===== config.mk =====
export PLATFORM = sky130hd
export DESIGN_NAME = dmem_arbiter
export DESIGN_NICKNAME = d
export VERILOG_FILES = /design/src/rtl/dmem_arbiter.sv
export SDC_FILE = /design/constraint.sdc
export NUM_CORES = 1
export LEC_CHECK = 0
export CORE_AREA = 2 2 121 123
export CTS_BUF_LIST = sky130_fd_sc_hd__clkbuf_8 sky130_fd_sc_hd__clkbuf_16
export DETAILED_ROUTE_END_ITERATION = 8
export DIE_AREA = 0 0 123 125
export GPL_TIMING_DRIVEN = 0
export PLACE_DENSITY = 0.69
export SLEW_MARGIN = 20
export SYNTH_ARGS = -nofsm -noshare
export SYNTH_HDL_FRONTEND = slang
export SYNTH_SLANG_ARGS = --single-unit
export TNS_END_PERCENT = 10

===== constraint.sdc =====
create_clock -name clk -period 7.15 [get_ports clk]
set_clock_uncertainty 0.2 [all_clocks]
set_input_delay 1.43 -clock clk [delete_from_list [all_inputs] [get_ports clk]]
set_output_delay 1.43 -clock clk [all_outputs]
set_load 0.01 [all_outputs]

===== src/rtl/dmem_arbiter.sv =====
// ============================================================================
// dmem_arbiter : round-robin share of one sync data RAM + MMIO output register
// Rev 1.0
// ============================================================================
`default_nettype none

module dmem_arbiter #(
    parameter int          MEM_WORDS = 1024,
    parameter int          AW        = 10,
    parameter logic [31:0] MMIO_ADDR = 32'h20
) (
    input  logic          clk,
    input  logic          rst_n,
    input  logic          m0_req,
    input  logic          m0_we,
    input  logic [31:0]   m0_addr,
    input  logic [31:0]   m0_wdata,
    output logic          m0_gnt,
    output logic          m0_rvalid,
    output logic [31:0]   m0_rdata,
    output logic          m0_err,
    input  logic          m1_req,
    input  logic          m1_we,
    input  logic [31:0]   m1_addr,
    input  logic [31:0]   m1_wdata,
    output logic          m1_gnt,
    output logic          m1_rvalid,
    output logic [31:0]   m1_rdata,
    output logic          m1_err,
    output logic          mem_en,
    output logic          mem_we,
    output logic [AW-1:0] mem_addr,
    output logic [31:0]   mem_wdata,
    input  logic [31:0]   mem_rdata,
    output logic          mmio_we,
    output logic [31:0]   mmio_data
);

    localparam logic [32:0] RAM_BYTES = 33'(4 * MEM_WORDS);

    logic        last_q, last_d;     // 1 = m1 was granted most recently
    logic        rsp_vld_q, rsp_own_q, rsp_rd_q, rsp_mmio_q, rsp_err_q;
    logic        mmio_we_q;
    logic [31:0] mmio_q, mmio_d;

    logic        gnt0, gnt1, any_gnt;
    logic        sel_we;
    logic [31:0] sel_addr, sel_wdata;
    logic        misaligned, hit_mmio, hit_ram, acc_err;
    logic [31:0] rsp_rdata;

    // Grants are suppressed while reset is asserted so every output reads 0.
    always_comb begin
        gnt0 = 1'b0;
        gnt1 = 1'b0;
        if (rst_n) begin
            if (m0_req && m1_req) begin
                gnt0 = last_q;
                gnt1 = !last_q;
            end else begin
                gnt0 = m0_req;
                gnt1 = m1_req;
            end
        end
    end

    assign any_gnt   = gnt0 | gnt1;
    assign sel_we    = gnt1 ? m1_we    : m0_we;
    assign sel_addr  = gnt1 ? m1_addr  : m0_addr;
    assign sel_wdata = gnt1 ? m1_wdata : m0_wdata;

    assign misaligned = |sel_addr[1:0];
    assign hit_mmio   = !misaligned && (sel_addr == MMIO_ADDR);
    assign hit_ram    = !misaligned && !hit_mmio && ({1'b0, sel_addr} < RAM_BYTES);
    assign acc_err    = !hit_mmio && !hit_ram;

    assign m0_gnt    = gnt0;
    assign m1_gnt    = gnt1;
    assign mem_en    = any_gnt && hit_ram;
    assign mem_we    = mem_en && sel_we;
    assign mem_addr  = mem_en ? sel_addr[AW+1:2] : '0;
    assign mem_wdata = mem_we ? sel_wdata : '0;

    assign last_d = any_gnt ? gnt1 : last_q;
    assign mmio_d = (any_gnt && hit_mmio && sel_we) ? sel_wdata : mmio_q;

    always_ff @(posedge clk or negedge rst_n) begin
        if (!rst_n) begin
            last_q     <= 1'b1;
            rsp_vld_q  <= 1'b0;
            rsp_own_q  <= 1'b0;
            rsp_rd_q   <= 1'b0;
            rsp_mmio_q <= 1'b0;
            rsp_err_q  <= 1'b0;
            mmio_we_q  <= 1'b0;
            mmio_q     <= '0;
        end else begin
            last_q     <= last_d;
            rsp_vld_q  <= any_gnt;
            rsp_own_q  <= gnt1;
            rsp_rd_q   <= !sel_we;
            rsp_mmio_q <= hit_mmio;
            rsp_err_q  <= acc_err;
            mmio_we_q  <= any_gnt && hit_mmio && sel_we;
            mmio_q     <= mmio_d;
        end
    end

    // MMIO reads see the register as it stands during the response cycle.
    assign rsp_rdata = (rsp_vld_q && rsp_rd_q && !rsp_err_q)
                     ? (rsp_mmio_q ? mmio_q : mem_rdata) : '0;

    assign m0_rvalid = rsp_vld_q && !rsp_own_q;
    assign m1_rvalid = rsp_vld_q &&  rsp_own_q;
    assign m0_rdata  = m0_rvalid ? rsp_rdata : '0;
    assign m1_rdata  = m1_rvalid ? rsp_rdata : '0;
    assign m0_err    = m0_rvalid && rsp_err_q;
    assign m1_err    = m1_rvalid && rsp_err_q;
    assign mmio_we   = mmio_we_q;
    assign mmio_data = mmio_q;

endmodule

`default_nettype wire


Yosys cells after proc, flatten, opt, wreduce, memory -nomap -nowiden
Cells that the tools add are included.
- register bits: 39
- bits in latches: 0
- memory bits (writable): 0
- bits in read-only memories: 0
- input bits: 166
- word-level logic and storage cells: 47
- memories: 0
- add/subtract/negate cells: 0
- multiply operators: 0
- div/mod/pow operators: 0
- $lt $le $gt $ge: 1
- equality and inequality tests: 1
- shifts and indexed selects: 0
- mux-type cells: 13
- bitwise gates (word level): 1
- reduce and logical (&&, ||, !) cells: 23
- operator list (cell ; count):
    32-bit two-way mux ; 7
    32-bit by 6-bit equality test with 1-bit output, second input constant ; 1
    32-bit by 13-bit less-than comparator with 1-bit output, second input constant ; 1
    1-bit logical AND ; 15
    10-bit two-way mux ; 1
    1-bit logical NOT ; 7
    1-bit two-way mux ; 5
    2-bit OR reduction ; 1
    1-bit bitwise OR ; 1

Logic depth before layout (Yosys ltp)
Gate-level depths: netlist of run 1.
- depth after elaboration: 13
- gate-level depth with buffers: 8

Worst setup path after synthesis of run 1
Ideal clock, no wire load.
- kind: input -> output
- from: input m0_addr[28]
- to: output mem_wdata[10]
- data arrival time: 3094 ps
- required time: 5520 ps
- setup slack: 2426 ps
- cell stages on the path: 5
- path through: or4_4 -> nor4_1 -> o21ai_1 -> clkbuf_1 -> nor3_1
- longest elaborated chain between the ends: 9
- ends and longest elaborated chain (item ; line ; source):
    start, declared ; 16 ; input logic [31:0] m0_addr,
    32-bit two-way mux (*) ; 69 ; assign sel_addr = gnt1 ? m1_addr : m0_addr;
    parallel branches: the longest is 4 deep, another holds 32-bit by 13-bit less-than comparator with 1-bit output ; -- ;
    1-bit logical AND (*) ; 74 ; assign hit_ram = !misaligned && !hit_mmio && ({1'b0, sel_addr} < RAM_BYTES);
    1-bit logical AND (*) ; 79 ; assign mem_en = any_gnt && hit_ram;
    1-bit logical AND (*) ; 80 ; assign mem_we = mem_en && sel_we;
    32-bit two-way mux (*) ; 82 ; assign mem_wdata = mem_we ? sel_wdata : '0;
    end, declared ; 33 ; output logic [31:0] mem_wdata,
Every way passes the cells marked *.

Worst setup path after layout of run 1
- from: input rst_n
- to: output mem_wdata[7]
- longest elaborated chain between the ends: 11
- ends and longest elaborated chain (item ; line ; source):
    start, declared ; 13 ; input logic rst_n,
    parallel branches: the longest is 10 deep, another holds 32-bit by 13-bit less-than comparator with 1-bit output ; -- ;
    32-bit two-way mux (*) ; 82 ;
Marks and branches as above.

==> summary.txt, run 1 <==
Worst setup path
  • Reg2Reg Setup Slack: 4260 ps
  • Reg-to-Reg Start: last_q$_DFFE_PN1N_
  • Buf/Inv on CP: 5
  • Crit-path cells: buf_2 > buf_12 > and2_1 > buf_2 > nand2_4 > nor4_1 > o21ai_1 > clkbuf_1 > nor3_1 > clkdlybuf4s50_1
  • Critical Path Start: rst_n
  • Most used cell along the critical path: buf_2
  • Crit path required time: 5520 ps
  • Worst EP arrival: 4670 ps
  • Crit-path max FO: 26
  • Crit-path max cell delay: 600 ps
  • Stages on worst setup path: 10
  • CP Launch Type: input port
  • Slowest CP cell: nor4_1
  • Family with the most delay on the worst path: buffers and inverters
  • Worst setup path class: in2out
  • Crit path capture type: output port
  • Reg2reg path depth: 7

Final layout
  • Final Instance Area: 6600 um2
  • Share of cells above drive strength 1: 0.0315
  • Commonest non-fill, non-tap cell in the layout: clkdlybuf4s50_1
  • Final Non-Filler Cells: 882
  • Fill cells: 1,379
  • Layout area overhead: 113%
  • Final design utilization: 0.464
  • FF/Latch Area: 977 um2
  • # diodes: 0
  • Nets: 863
  • Multi-input gate area: 1830 um2
  • Commonest non-fill, non-tap cells in the layout: clkdlybuf4s50_1 (311), mux2i_1 (96), nor2_1 (71), dfrtp_1 (38), inv_1 (37)

GRT
  • Busiest grt layer: met2
  • Vias in the first global route: 4,152
  • Overall Global Routing Usage: 0.183
  • GR Util met2: 0.349
  • GRT met1 Usage: 0.199
  • Largest net degree at the start of global routing: 27
  • Grt ovf: 0
  • Initial antenna violation count: 0
  • First-pass GRT wire length: 21,800 um
  • GRT met3 Usage: 0.0370

Drt
  • DRT Pass-1 Iters: 4
  • DRC: 0
  • WL final: 14,800 um
  • Routed Antenna Nets: 0
  • Vias/cell: 4.51
  • DR iter-0 viols: 179
  • Vias: 3,978
  • Avg WL per Cell: 16.8 um

Clock network
  • Post-CTS Resized: 0
  • Clock-pin slew on the worst setup and hold paths: 50 ps
  • Cts bufs inserted: 5
  • Clock Tree Root: clkbuf_16
  • CTS tree: yes
  • Max Buffers Root-to-Sink: 2
  • H-tree depth: 2
  • # clock sinks: 39
  • CTS Hold Bufs: 0
  • Post-CTS setup buffer count: 0
  • Clk_lat worst skew: 270 ps

Place
  • DP HPWL: 12,200 um
  • Placer congestion estimate: 0.901
  • Placement Cell Area: 6460 um2
  • Port bufs: 312
  • Placed Cells: 874

Synthesis
  • Asr flop ratio synth: 1.00
  • Ys flop type: dfrtp_1
  • Yosys warns: 0
  • Cells after Synth: 377
  • Syn_nets: 543
  • Seq/Total Area, Yosys: 0.316
  • Count of flip-flops with a built-in enable after synthesis: 0
  • Synth cell types: 33
  • Post-synthesis area per instance: 8.19 um2
  • Synth Register Bits: 39
  • Post-synthesis cell area: 3090 um2

Timing
  • Rel. slew slack: 0.420
  • Max Fclk: 0.159 GHz
  • Period minus WS final: 6300 ps
  • Worst-Margin Slew: 870 ps
  • Final setup TNS: 0 ps
  • Tcrit/Tclk final: 0.881
  • RSZ-0062 raised after global routing: no
  • Max-slew violations: 0
  • Count of final setup violators: 0
  • Hold Fails Final Rpt: 0

Power
  • Leak Pwr: 2.65 nW
  • Total Power: 0.000597 W
  • Pwr/cell area: 90.6 nW/um2
  • Peak VDD IR: 0.0674 mV

Floorplanning
  • Initial Utilization: 0.217
  • Die W: 123 um
  • Die area: 15,400 um2
  • Io pins: 313
  • Site row count: 44
  • Die Ht: 125 um
  • Core ar.: 14,200 um2

Min path
  • Tightest Hold Check Type: reg2reg
  • Worst hold start: last_q$_DFFE_PN1N_
  • Worst hold stages: 2

Status
  • Outcome: finished, final reports clean

Run
  • Max Cap Violations: 0
==> cell families (layout without fill, tap and decap cells) <==
logic type             Yosys count  in the layout  synth area share
buffers and inverters           64            385            0.0911
and+or+nand+nor                158            158             0.240
muxes                           96             96             0.311
DFF                             39             39             0.316
AOI/OAI and AO/OA               20             20            0.0417
==> per-layer routing <==
| layer | vias up | part of all wire | routed length, um |
|---|---|---|---|
| met2 | 206 | 0.53 | 7780 |
| met1 | 1828 | 0.38 | 5580 |
| li1 | 1923 | - | - |
| met5 | - | 0 | 0 |
| met4 | 0 | 0.023 | 345 |
| met3 | 21 | 0.075 | 1110 |
==> tightest hold or removal path, delay by kind of cell, from the launching register on <==
family | cells | cell delay (ps)
compound gates | 1 | 80
flops | 1 | 360
buf+inv | 1 | 70
==> report_power, final <==
| part | switching (W) | leakage [nW] | internal [W] | total, W |
|---|---|---|---|---|
| clock | 0.0000854 | 0.0762 | 0.000126 | 0.000211 |
| combinational | 0.0000578 | 2.21 | 0.000103 | 0.000161 |
| sequential | 0.00000140 | 0.364 | 0.000223 | 0.000225 |
==> sequential cells by signal (all words and copies together), names as in the netlist <==
signal / cells
rsp_own_q: 1
mmio_data: 32
mmio_we: 1
rsp_err_q: 1
rsp_mmio_q: 1
rsp_rd_q: 1
last_q: 1
rsp_vld_q: 1
==> cells in the mapped netlist, types with 2 or more instances <==
master,n,area (um2)
a21oi_1,12,60.1
clkbuf_1,18,67.6
dfrtp_1,38,951
inv_1,35,131
buf_1,5,18.8
mux2i_1,96,961
or4_4,4,45.0
nand4_1,2,12.5
nand2_1,25,93.8
nor3_1,34,170
o21ai_0,2,10.0
and2_1,3,18.8
nor4_1,8,50.1
buf_8,3,45.0
or4_1,4,30.0
nor2_1,71,267
==> worst paths after layout <==
kind | end
hold reg to reg | last_q$_DFFE_PN1N_
hold / removal | last_q$_DFFE_PN1N_
max in group asynchronous | last_q$_DFFE_PN1N_
setup / recovery | mem_wdata[7]
min in group asynchronous | mmio_data[10]$_DFFE_PN0P_
setup reg to reg | mmio_data[2]$_DFFE_PN0P_
==> through the flow <==
step	setup slack (ps)	hold slack, ps
5_1_grt	474	354
3_5_place_dp	684	306
3_3_place_gp	-632	306
2_1_floorplan	2430	280
4_1_cts	682	320
6_report	852	321
==> final cells by class <==
class | instances | share of cell area
buffer | 28 | 0.0222
timing repair buffer | 313 | 0.476
sequential | 39 | 0.148
tap | 184 | 0.0349
clock buffer | 5 | 0.0190
inverter | 36 | 0.0205
multi-input combinational | 274 | 0.278
clock inverter | 3 | 0.00190
No activity file was read; power rests on OpenSTA's default activity.
==> inputs of run 2 (changes only) <==
ABC_CLOCK_PERIOD_IN_PS = 7150   (was unset)
REMOVE_ABC_BUFFERS = 1   (was unset)
==> run 2 against run 1 <==
  * Non-clock buffer count down 23
  * First-iteration DRC count down 31%
  * Combinational power about the same
  * Die area unchanged
  * Clock power rose by 5%
  * Sequential share of layout area up 0.078 points
  * Critical path type unchanged
  * Critical endpoint is now mem_wdata[10]
  * Largest cell class unchanged
  * Largest power group unchanged
  * Highest routed layer unchanged
==> summary.txt, run 2 (synthesis results as in run 1) <==
GRT
  • Vias in the first global route: 4,026 (was 4,152)
  • First-pass GRT wire length: 20,800 um (was 21,800 um)
  • Initial antenna violation count: 0 (unchanged)
  • Grt ovf: 0 (unchanged)
  • Overall Global Routing Usage: 0.174 (was 0.183)
  • Largest net degree at the start of global routing: 47 (was 27)

Clock network
  • Post-CTS Resized: 0 (unchanged)
  • CTS tree: yes (unchanged)
  • Max Buffers Root-to-Sink: 2 (unchanged)
  • Clock-pin slew on the worst setup and hold paths: 60 ps (was 50 ps)
  • Post-CTS setup buffer count: 0 (unchanged)
  • CTS Hold Bufs: 0 (unchanged)
  • Clock Tree Root: clkbuf_16 (unchanged)
  • H-tree depth: 2 (unchanged)
  • # clock sinks: 39 (unchanged)
  • Clk_lat worst skew: 270 ps (about the same)
  • Cts bufs inserted: 5 (unchanged)

Drt
  • WL final: 14,200 um (was 14,800 um)
  • DRC: 0 (unchanged)
  • Avg WL per Cell: 16.5 um (was 16.8 um)
  • DR iter-0 viols: 123 (was 179)
  • Routed Antenna Nets: 0 (unchanged)
  • Vias/cell: 4.54 (was 4.51)
  • DRT Pass-1 Iters: 4 (unchanged)
  • Vias: 3,893 (was 3,978)

Timing
  • Count of final setup violators: 0 (unchanged)
  • Worst setup margin: 412 ps (was 852 ps)
  • Period minus WS final: 6740 ps (was 6300 ps)
  • Worst-Margin Slew: 796 ps (was 870 ps)
  • Tcrit/Tclk final: 0.942 (was 0.881)
  • Max Fclk: 0.148 GHz (was 0.159 GHz)
  • Max-slew violations: 0 (unchanged)
  • Rel. slew slack: 0.467 (was 0.420)
  • RSZ-0062 raised after global routing: no (unchanged)
  • Hold Fails Final Rpt: 0 (unchanged)

Place
  • Port bufs: 312 (unchanged)
  • Placed Cells: 851 (was 874)
  • Placer congestion estimate: 0.840 (was 0.901)
  • Worst slack, placed: 461 ps (was 684 ps)
  • DP HPWL: 11,700 um (was 12,200 um)

Floorplanning
  • Die Ht: 125 um (unchanged)
  • Site row count: 44 (unchanged)
  • Io pins: 313 (unchanged)
  • Initial Utilization: 0.217 (unchanged)
  • Core ar.: 14,200 um2 (unchanged)
  • Die W: 123 um (unchanged)
  • Die area: 15,400 um2 (unchanged)

Power
  • Pwr/cell area: 92.2 nW/um2 (was 90.6 nW/um2)
  • Leak Pwr: 2.64 nW (was 2.65 nW)
  • Peak VDD IR: 0.0830 mV (was 0.0674 mV)

Worst setup path
  • Most used cell along the critical path: clkdlybuf4s50_1 (was buf_2)
  • CP Launch Type: input port (unchanged)
  • Worst EP arrival: 5110 ps (was 4670 ps)
  • Family with the most delay on the worst path: buffers and inverters (unchanged)
  • Crit path capture type: output port (unchanged)
  • Buf/Inv on CP: 4 (was 5)
  • Crit-path max FO: 46 (was 26)
  • Worst setup path class: in2out (unchanged)
  • Crit path required time: 5520 ps (about the same)
  • Slowest CP cell: nor4_1 (unchanged)
  • Crit-path max cell delay: 740 ps (was 600 ps)
  • Crit-path cells: clkdlybuf4s50_1 > nand2_1 > nand2_4 > inv_2 > nor4_1 > o21ai_4 > buf_16 > nor3_1 > clkdlybuf4s50_1 (was buf_2 > buf_12 > and2_1 > buf_2 > nand2_4 > nor4_1 > o21ai_1 > clkbuf_1 > nor3_1 > clkdlybuf4s50_1)

Final layout
  • Share of cells above drive strength 1: 0.0430 (was 0.0315)
  • Final design utilization: 0.462 (was 0.464)
  • Commonest non-fill, non-tap cells in the layout: clkdlybuf4s50_1 (311), mux2i_1 (96), nor2_1 (71), dfrtp_1 (37), inv_1 (35) (was clkdlybuf4s50_1 (311), mux2i_1 (96), nor2_1 (71), dfrtp_1 (38), inv_1 (37))
  • Layout area overhead: 113% (about the same)
  • # diodes: 0 (unchanged)
  • Final Non-Filler Cells: 858 (was 882)
  • Fill cells: 1,388 (was 1,379)
  • Number of flip-flops in the largest register: 32 (unchanged)
  • Nets: 840 (was 863)
  • Commonest non-fill, non-tap cell in the layout: clkdlybuf4s50_1 (unchanged)

Run
  • Max Cap Violations: 0 (unchanged)

Min path
  • Tightest Hold Check Type: reg2reg (unchanged)

Status
  • Outcome: finished, final reports clean (unchanged)
[run 2: cell count changes in the layout (fill, tap and decap cells not counted), moves of 2 or more]
cell,change
clkbuf_1,-18
buf_1,-5
buf_16,+3
buf_6,+3
buf_8,-3
inv_1,-2
[run 2: worst reg2reg max path: cells and delay by family, from the launching register on]
family	cells	cell delay [ps]
multiplexers	1	210
flip-flops	1	530
buffers and inverters	3	800
AND/OR/NAND/NOR	3	1310
AO/OA/AOI/OAI	1	360
[run 2: metal layers]
| layer | track usage | up-vias | part of all wire | routed length, um |
|---|---|---|---|---|
| met2 | 0.344 | 203 | 0.54 | 7660 |
| met4 | 0.0421 | 0 | 0.015 | 206 |
| met1 | 0.182 | 1800 | 0.36 | 5150 |
| met3 | 0.0351 | 12 | 0.083 | 1180 |
| li1 | - | 1878 | - | - |
| met5 | 0 | - | 0 | 0 |
[run 2: through the flow]
step	total power [W]	cell area [um2]	hold slack [ps]	setup TNS [ps]
floorplan	0.000272	2940	280	0
detailed placement	0.000388	6420	308	0
finish	0.000606	6570	318	0
global route	0.000636	6570	352	0
global placement	0.000384	6300	300	-84280
CTS	0.000616	6570	321	0
[run 2: layout make-up]
type | count | area (um2) | area share
Multi-Input combinational cell | 274 | 1850 | 0.281
Tap cell | 184 | 230 | 0.0350
Clock buffer | 6 | 139 | 0.0211
Inverter | 36 | 135 | 0.0206
Clock inverter | 1 | 5.00 | 0.000762
Timing Repair Buffer | 318 | 3230 | 0.492
Sequential cell | 39 | 978 | 0.149
[run 2: path summary, 6_finish.rpt]
path | from | endpoint | slack, ps | depth (start not counted)
worst min register to register | last_q$_DFFE_PN1N_ | last_q$_DFFE_PN1N_ | 320 | 2
worst max register to register | last_q$_DFFE_PN1N_ | mmio_data[15]$_DFFE_PN0P_ | 3670 | 8
worst max-delay path | m0_req | mem_wdata[10] | 410 | 9
min in group asynchronous | rst_n | mmio_data[10]$_DFFE_PN0P_ | 930 | 1
max in group asynchronous | rst_n | rsp_mmio_q$_DFF_PN0_ | 5320 | 2
worst min-delay path | last_q$_DFFE_PN1N_ | last_q$_DFFE_PN1N_ | 320 | 2
[run 2: where the power goes]
part | internal (W) | leakage, nW | switching (W)
registers | 0.000223 | 0.362 | 0.00000141
logic | 0.000102 | 2.20 | 0.0000566
clock network | 0.000136 | 0.0727 | 0.0000858
